## config.mk

```make
export PLATFORM = sky130hd
export DESIGN_NAME = multicycle_sequencer
export DESIGN_NICKNAME = d
export VERILOG_FILES = /design/src/rtl/multicycle_sequencer.sv
export SDC_FILE = /design/constraint.sdc
export NUM_CORES = 1
export LEC_CHECK = 0
export CORE_AREA = 4 4 92 94
export DETAILED_ROUTE_END_ITERATION = 8
export DIE_AREA = 0 0 96 98
export DONT_BUFFER_PORTS = 1
export REMOVE_ABC_BUFFERS = 1
export SYNTH_ARGS = -nofsm -noshare
export SYNTH_HDL_FRONTEND = slang
export SYNTH_SLANG_ARGS = --single-unit
```

## constraint.sdc

```tcl
create_clock -name CLK -period 5.3 [get_ports CLK]
set_input_delay 1.06 -clock CLK [delete_from_list [all_inputs] [get_ports CLK]]
set_output_delay 1.06 -clock CLK [all_outputs]
set_load 0.01 [all_outputs]
```

## src/rtl/multicycle_sequencer.sv

```systemverilog
// Control FSM for the multicycle MIPS datapath: fetch/decode/execute/memory/writeback
// sequencing with a memory-timeout watchdog, sticky halt/error and saturating perf counters.
//
// state     | meaning
// FETCH     | instruction read outstanding, IR loads on ihit
// DECODE    | control unit decodes IR, HALT detected here
// EXECUTE   | ALU cycle, non-memory non-writeback instructions retire
// MEMORY    | data read/write outstanding until dhit
// WRITEBACK | register file write, instruction retires
// HALTED    | HALT executed, frozen until reset
// ERROR     | memory did not respond in time, frozen until reset
module multicycle_sequencer #(
    parameter int WAIT_LIMIT = 255,
    parameter int CNT_W      = 32
) (
    input  logic             CLK,
    input  logic             nRST,
    input  logic             ihit,
    input  logic             dhit,
    input  logic             mem_read,
    input  logic             mem_write,
    input  logic             rf_write,
    input  logic             halt_dec,
    output logic             iREN,
    output logic             ir_en,
    output logic             pc_en,
    output logic             dREN,
    output logic             dWEN,
    output logic             rf_WEN,
    output logic             halt,
    output logic             mem_err,
    output logic [2:0]       state,
    output logic [CNT_W-1:0] cycles,
    output logic [CNT_W-1:0] instr_count
);

    localparam int                WAIT_W    = (WAIT_LIMIT > 1) ? $clog2(WAIT_LIMIT) : 1;
    localparam logic [WAIT_W-1:0] WAIT_LAST = WAIT_W'(WAIT_LIMIT - 1);
    localparam logic [CNT_W-1:0]  CNT_MAX   = '1;

    typedef enum logic [2:0] {
        ST_FETCH     = 3'd0,
        ST_DECODE    = 3'd1,
        ST_EXECUTE   = 3'd2,
        ST_MEMORY    = 3'd3,
        ST_WRITEBACK = 3'd4,
        ST_HALTED    = 3'd5,
        ST_ERROR     = 3'd6
    } state_t;

    state_t            state_q, state_d;
    logic [WAIT_W-1:0] wait_q, wait_d;
    logic [CNT_W-1:0]  cycles_q, cycles_d;
    logic [CNT_W-1:0]  instr_q, instr_d;

    always_comb begin
        state_d = state_q;
        wait_d  = '0;
        iREN    = 1'b0;
        ir_en   = 1'b0;
        pc_en   = 1'b0;
        dREN    = 1'b0;
        dWEN    = 1'b0;
        rf_WEN  = 1'b0;
        halt    = 1'b0;
        mem_err = 1'b0;

        // wait_d defaults to zero so any state change clears the watchdog
        case (state_q)
            ST_FETCH: begin
                iREN = 1'b1;
                if (ihit) begin
                    ir_en   = 1'b1;
                    state_d = ST_DECODE;
                end else if (wait_q == WAIT_LAST) begin
                    state_d = ST_ERROR;
                end else begin
                    wait_d = wait_q + 1'b1;
                end
            end
            ST_DECODE: begin
                state_d = halt_dec ? ST_HALTED : ST_EXECUTE;
            end
            ST_EXECUTE: begin
                if (mem_read || mem_write) begin
                    state_d = ST_MEMORY;
                end else if (rf_write) begin
                    state_d = ST_WRITEBACK;
                end else begin
                    pc_en   = 1'b1;
                    state_d = ST_FETCH;
                end
            end
            ST_MEMORY: begin
                dWEN = mem_write;
                dREN = mem_read & ~mem_write;
                if (dhit) begin
                    if (mem_write) begin
                        pc_en   = 1'b1;
                        state_d = ST_FETCH;
                    end else begin
                        state_d = ST_WRITEBACK;
                    end
                end else if (wait_q == WAIT_LAST) begin
                    state_d = ST_ERROR;
                end else begin
                    wait_d = wait_q + 1'b1;
                end
            end
            ST_WRITEBACK: begin
                rf_WEN  = 1'b1;
                pc_en   = 1'b1;
                state_d = ST_FETCH;
            end
            ST_HALTED: begin
                halt = 1'b1;
            end
            ST_ERROR: begin
                halt    = 1'b1;
                mem_err = 1'b1;
            end
            default: begin
                state_d = ST_FETCH;
            end
        endcase

        cycles_d = cycles_q;
        if ((state_q != ST_HALTED) && (state_q != ST_ERROR) && (cycles_q != CNT_MAX)) begin
            cycles_d = cycles_q + 1'b1;
        end

        instr_d = instr_q;
        if (pc_en && (instr_q != CNT_MAX)) begin
            instr_d = instr_q + 1'b1;
        end
    end

    always_ff @(posedge CLK or negedge nRST) begin
        if (!nRST) begin
            state_q  <= ST_FETCH;
            wait_q   <= '0;
            cycles_q <= '0;
            instr_q  <= '0;
        end else begin
            state_q  <= state_d;
            wait_q   <= wait_d;
            cycles_q <= cycles_d;
            instr_q  <= instr_d;
        end
    end

    assign state       = state_q;
    assign cycles      = cycles_q;
    assign instr_count = instr_q;

endmodule
```

==> results_dict.tcl, run 1 <==
set metrics [dict create \
    status "complete, no violations" \
    placed_cells 454 \
    intPower_mw 1.01 \
    synthCells 360 \
    setup_violations 0 \
    antenna_found_initial 0 \
    synth_cell_type_count 45 \
    clkPwrFrac_pct 31.5 \
    fin_nets 375 \
    diodes 0 \
    critical_path_buf_inv_count 1 \
    ant_nets 0 \
    ys.flop_type "dfrtp_1" \
    final.min_clock_period_ps 3130 \
    drtIter0Drc 91 \
    netlist_area_mm2 0.00377 \
    area_growth_syn_to_layout_pct 7.47 \
    ioPinCount 83 \
    drc 0 \
    die_h_um 98 \
    h-tree-depth 3 \
    ys_seq_area_share_pct 49.8 \
    cp.required_ps 4240 \
    synth.avg_cell_area_um2 10.5 \
    synth_adder_area_share_pct 1.33 \
    hp-class "primary input to async pin" \
    wl_um 7640 \
    n_fill_cell 693 \
    synth-xor-area-share_pct 15.3 \
    hold_violations 0 \
    critical_path_class "flop to output pin" \
    clk_pin_slew_ps 80 \
    grt_pass1_vias 2519 \
    maxSlewHeadroom_pct 62.8 \
    period_share_pct 59.1 \
    dieArea_mm2 0.00941 \
    gr-total-overflow 0 \
    layout-drive-gt1-share_pct 7.88 \
    vias 2627 \
    yosysWarnings 0 \
    synthMuxAreaShare_pct 0.564 \
    clockBufferDepth 2 \
    switchingPower_mw 0.519 \
    wl_per_cell_um 16.3 \
    synth-edff-count 0 \
    cts_tree "built" \
    critPathMaxStageDelay_ps 650 \
    synth_seq_cells 75 \
    core-area_mm2 0.00765 \
    yosys.area_share.simple_pct 26.8 \
    postCtsResizedCells 0 \
    skew_ps 9.06 \
    synth_compound_area_share_pct 3.95 \
    final.setup.tns_ps 0 \
    cap_violations 0 \
    cp_slowest_cell "dfrtp_1" \
    powerDensity_mw_per_mm2 376 \
    grt_pass1_wl_um 12800 \
    rsz0062_at_grt "no" \
    vdd_drop_max_mv 0.188 \
    first_pass_iters 5 \
    tightest_slew_ps 554 \
    p_leak_nw 1.78 \
    crit_family "simple AND/OR/NAND/NOR gates" \
    p_sw_share_pct 34.1 \
    cp-end-kind "output pin" \
    cp_data_arrival_time_ps 2070 \
    fp-row-count 32 \
    clockRootBuffer "clkbuf_8" \
    vias_per_cell 5.59 \
    gp_congestion 0.801 \
    clk_latency_ps 340 \
    report.final.slew_viol_count 0 \
    clock-sinks 75 \
    pwr-share-comb_pct 17.2 \
    start_util_pct 49.3 \
    portBuffers 0 \
    async_flop_share_pct 100 \
    numCtsBuffers 9 \
    seq_power_share_pct 51.3 \
    startpoint_type "flop" \
    track_usage_pct 17.1 \
    power_mw 1.52 \
    die_w_um 96 \
    grt_max_degree 76 \
    critPathMaxFanout 15 \
    cts-hold-fix-buffers 0 \
    post-cts-setup-buffers 0 \
    synth_top_family_by_area "simple AND/OR/NAND/NOR gates" \
    final_cells 470 \
    dp_hpwl_um 5520 \
    path_cells "and3b_1 -> nand3_1 -> and3_1 -> inv_1" \
    fmax_mhz 319 \
]
## power by group through the flow
stage	Combinational [mW]	Sequential, mW	Clock, mW
finish	0.262	0.783	0.480
global placement	0.261	0.792	0
detailed placement	0.264	0.794	0
global route	0.302	0.800	0.531
floorplan	0.218	0.763	0
CTS	0.266	0.783	0.495
## flip-flops by register name, summed over array words and instances (netlist names)
signal	count
instr_count	32
cycles	32
wait_q	8
state	3
## worst paths after layout
kind                                      startpoint                           to  slack (ps)  cells past startpoint
min in group CLK                 wait_q[6]$_DFF_PN0_          wait_q[6]$_DFF_PN0_         540                      2
max in group asynchronous                       nRST          wait_q[5]$_DFF_PN0_        4770                      0
worst max-delay path            state[2]$_DFFE_PN0P_                        pc_en        2170                      4
worst min register to register   wait_q[6]$_DFF_PN0_          wait_q[6]$_DFF_PN0_         540                      2
worst min-delay path                            nRST   instr_count[3]$_DFFE_PN0P_         400                      0
worst max register to register  state[0]$_DFFE_PN0P_  instr_count[31]$_DFFE_PN0P_        2980                      6
## per-layer routing
layer / GRT usage (%) / vias up / routed length (µm)
met4: 5.25 / 0 / 113
met1: 21.9 / 1289 / 3310
met3: 8.40 / 8 / 674
met5: 0 / - / 0
met2: 25.4 / 66 / 3540
li1: - / 1264 / -
## cell families after synthesis
| kind of cell | count (synthesis) |
|---|---|
| AO/OA/AOI/OAI | 22 |
| XOR/XNOR | 66 |
| adder cells (fa/ha/maj) | 4 |
| buffers and inverters | 14 |
| flip-flops | 75 |
| multiplexers | 2 |
| AND/OR/NAND/NOR | 177 |
## area by class of cell
type	count	area [µm²]	area share [%]
clock inverters	7	91.3	2.25
well taps	102	128	3.15
clock buffers	9	124	3.06
flip-flops and latches	75	1880	46.3
inverters	6	22.5	0.556
multi-input cells	271	1810	44.7
## cells in the mapped netlist, types with 2 or more instances
cell      instances  area (µm²)
xnor2_1          48         420
nor2b_1           2        12.5
clkbuf_1          3        11.3
nand3_1          34         170
nor3_1            4        20.0
ha_1              4        50.1
and3b_1           2        17.5
nand4_1          26         163
and4_1            5        43.8
nor3_2            2        20.0
nor2_1           35         131
and2_1           11        68.8
a21oi_1          10        50.1
nor4_4            2        42.5
nand2_1          28         105
and3_1           14        87.6
xor2_1           18         158
dfrtp_1          75        1880
a31oi_1           3        18.8
inv_1             6        22.5
buf_6             4        45.0
## per-stage QoR
stage	util, %	area (µm²)	setup WS (ps)	hold slack (ps)
2_1_floorplan	-	3710	2440	493
3_3_place_gp	50.2	3840	2330	519
3_5_place_dp	50.2	3840	2300	529
4_1_cts	53.0	4050	2130	384
5_1_grt	53.0	4050	1990	364
6_report	53.0	4050	2170	401
## worst reg2reg max path, stage by stage, from the launching register on
cell and delay, ps:
dfrtp_1 670, and3b_1 320, nand3_1 90, and3_1 360, nor3_2 450, nand4_1 160
xnor2_1 150
## layout by cell type (no fill, tap or decap), drive strengths merged, types with 4 or more instances in the layout
cell type and n:
nor3 6, dfrtp 75, and3 16, and4 6
inv 7, clkbuf 9, nand2 28, a21oi 10
xnor2 48, nor2 36, xor2 18, nand4 28
ha 4, nand3 34, and2 11
Note: power is estimated with default switching activity, not from simulation.
==> run 2: changes to the inputs <==
--- a/config.mk
+++ b/config.mk
@@ -9,6 +9,7 @@
 export DETAILED_ROUTE_END_ITERATION = 8
 export DIE_AREA = 0 0 96 98
 export DONT_BUFFER_PORTS = 1
+export PLACE_DENSITY = 0.67
 export REMOVE_ABC_BUFFERS = 1
 export SYNTH_ARGS = -nofsm -noshare
 export SYNTH_HDL_FRONTEND = slang
==> constraint.sdc (replaced) <==
create_clock -name CLK -period 2.8 [get_ports CLK]
set_input_delay 0.56 -clock CLK [delete_from_list [all_inputs] [get_ports CLK]]
set_output_delay 0.56 -clock CLK [all_outputs]
set_load 0.01 [all_outputs]
==> results_dict.tcl, run 2 (synthesized netlist as in run 1, its figures left out) <==
set metrics [dict create \
    status "complete, no violations" \
    maxSlewHeadroom_pct 63.5 \
    clockRootBuffer "clkbuf_8" \
    portBuffers 0 \
    ant_nets 0 \
    layout-drive-gt1-share_pct 8.11 \
    hp-class "primary input to async pin" \
    area_growth_syn_to_layout_pct 8.10 \
    h-tree-depth 3 \
    regArea_mm2 0.00188 \
    dp_hpwl_um 5530 \
    track_usage_pct 16.8 \
    r2r-start "state[0]$_DFFE_PN0P_" \
    startpoint_type "flop" \
    final.min_clock_period_ps 2520 \
    rsz0062_at_grt "no" \
    gr-total-overflow 0 \
    report.final.slew_viol_count 0 \
    vias 2643 \
    period_share_pct 90.0 \
    vdd_drop_max_mv 0.579 \
    setup_violations 0 \
    r2r-end "instr_count[31]$_DFFE_PN0P_" \
    wl_per_cell_um 16.2 \
    start_util_pct 49.3 \
    postCtsResizedCells 0 \
    critPathMaxFanout 16 \
    cts_tree "built" \
    p_leak_nw 1.79 \
    critical_path_class "flop to output pin" \
    grt_pass1_wl_um 12700 \
    core-area_mm2 0.00765 \
    clockBufferDepth 2 \
    fp-row-count 32 \
    power_mw 2.86 \
    n_fill_cell 680 \
    skew_ps 11.1 \
    fin_util_pct 53.3 \
    vias_per_cell 5.60 \
    cp_data_arrival_time_ps 1960 \
    layout_commonest_cell "dfrtp_1" \
    ioPinCount 83 \
    fin_nets 377 \
    cp.required_ps 2240 \
    clk_pin_slew_ps 80 \
    antenna_found_initial 0 \
    numCtsBuffers 9 \
    tightest_slew_ps 548 \
    clock-sinks 75 \
    diodes 0 \
    clk_latency_ps 340 \
    reg2reg_slack_ps 520 \
    grt_pass1_vias 2538 \
    layout_common_cells "dfrtp_1, xnor2_1, nor2_1" \
    drtIter0Drc 102 \
    first_pass_iters 4 \
    cp-end-kind "output pin" \
    drc 0 \
    worstRegToRegCells 6 \
    hold_violations 0 \
    powerDensity_mw_per_mm2 701 \
    grt_max_degree 76 \
    dieArea_mm2 0.00941 \
    multi_input_area_mm2 0.00181 \
    cap_violations 0 \
    fmax_mhz 397 \
    gp_congestion 0.821 \
    die_h_um 98 \
    wl_um 7630 \
    die_w_um 96 \
    final.setup.tns_ps 0 \
]
==> run 2: final cells by class <==
| class | count | share of cell area, % |
|---|---|---|
| Clock inverter | 4 | 1.20 |
| Tap cell | 102 | 3.13 |
| Clock buffer | 12 | 3.81 |
| Timing Repair Buffer | 2 | 0.859 |
| Inverter | 6 | 0.552 |
| Sequential cell | 75 | 46.0 |
| Multi-Input combinational cell | 271 | 44.4 |
==> run 2: worst max-delay path by stage <==
stage | start | endpoint | slack [ps] | cells after the start
global route | state[0]$_DFFE_PN0P_ | pc_en | 150 | 4
detailed placement | state[0]$_DFFE_PN0P_ | instr_count[31]$_DFFE_PN0P_ | 530 | 6
floorplan | instr_count[0]$_DFFE_PN0P_ | instr_count[1]$_DFFE_PN0P_ | 780 | 6
CTS | state[0]$_DFFE_PN0P_ | pc_en | 260 | 4
finish | state[0]$_DFFE_PN0P_ | pc_en | 280 | 4
global placement | state[0]$_DFFE_PN0P_ | instr_count[31]$_DFFE_PN0P_ | 570 | 6
==> run 2: critical path, cell delays in order, from the launching register on <==
cell	delay [ps]
dfrtp_1	570
and3b_1	300
nand3_1	90
and3_1	490
inv_1	180
==> run 2: routing by layer <==
layer | part of all wire (%) | GRT usage (%)
met1 | 44 | 22.3
met2 | 46 | 24.9
met3 | 9.0 | 6.86
met4 | 0.94 | 5.25
met5 | 0 | 0
==> run 2: where the power goes <==
group | internal, mW | leakage [nW] | switching (mW) | total [mW]
Combinational | 0.211 | 0.674 | 0.327 | 0.538
Sequential | 1.20 | 1.01 | 0.269 | 1.47
Clock | 0.460 | 0.106 | 0.388 | 0.848
Total | 1.87 | 1.79 | 0.984 | 2.86
==> run 2: timing repair <==
action | CTS | global route
endpoints found under the hold margin | 75 | 0
hold buffers | 1 | 0
buffers inserted | 0 | 0
==> run 2: stage by stage <==
| step | instances | cell area (µm²) | setup WS [ps] | hold slack (ps) |
|---|---|---|---|---|
| 2_1_floorplan | 352 | 3710 | 779 | 264 |
| 3_3_place_gp | 455 | 3840 | 573 | 266 |
| 3_5_place_dp | 455 | 3840 | 527 | 266 |
| 4_1_cts | 472 | 4080 | 256 | 113 |
| 5_1_grt | 472 | 4080 | 152 | 120 |
| 6_report | 472 | 4080 | 279 | 96.9 |
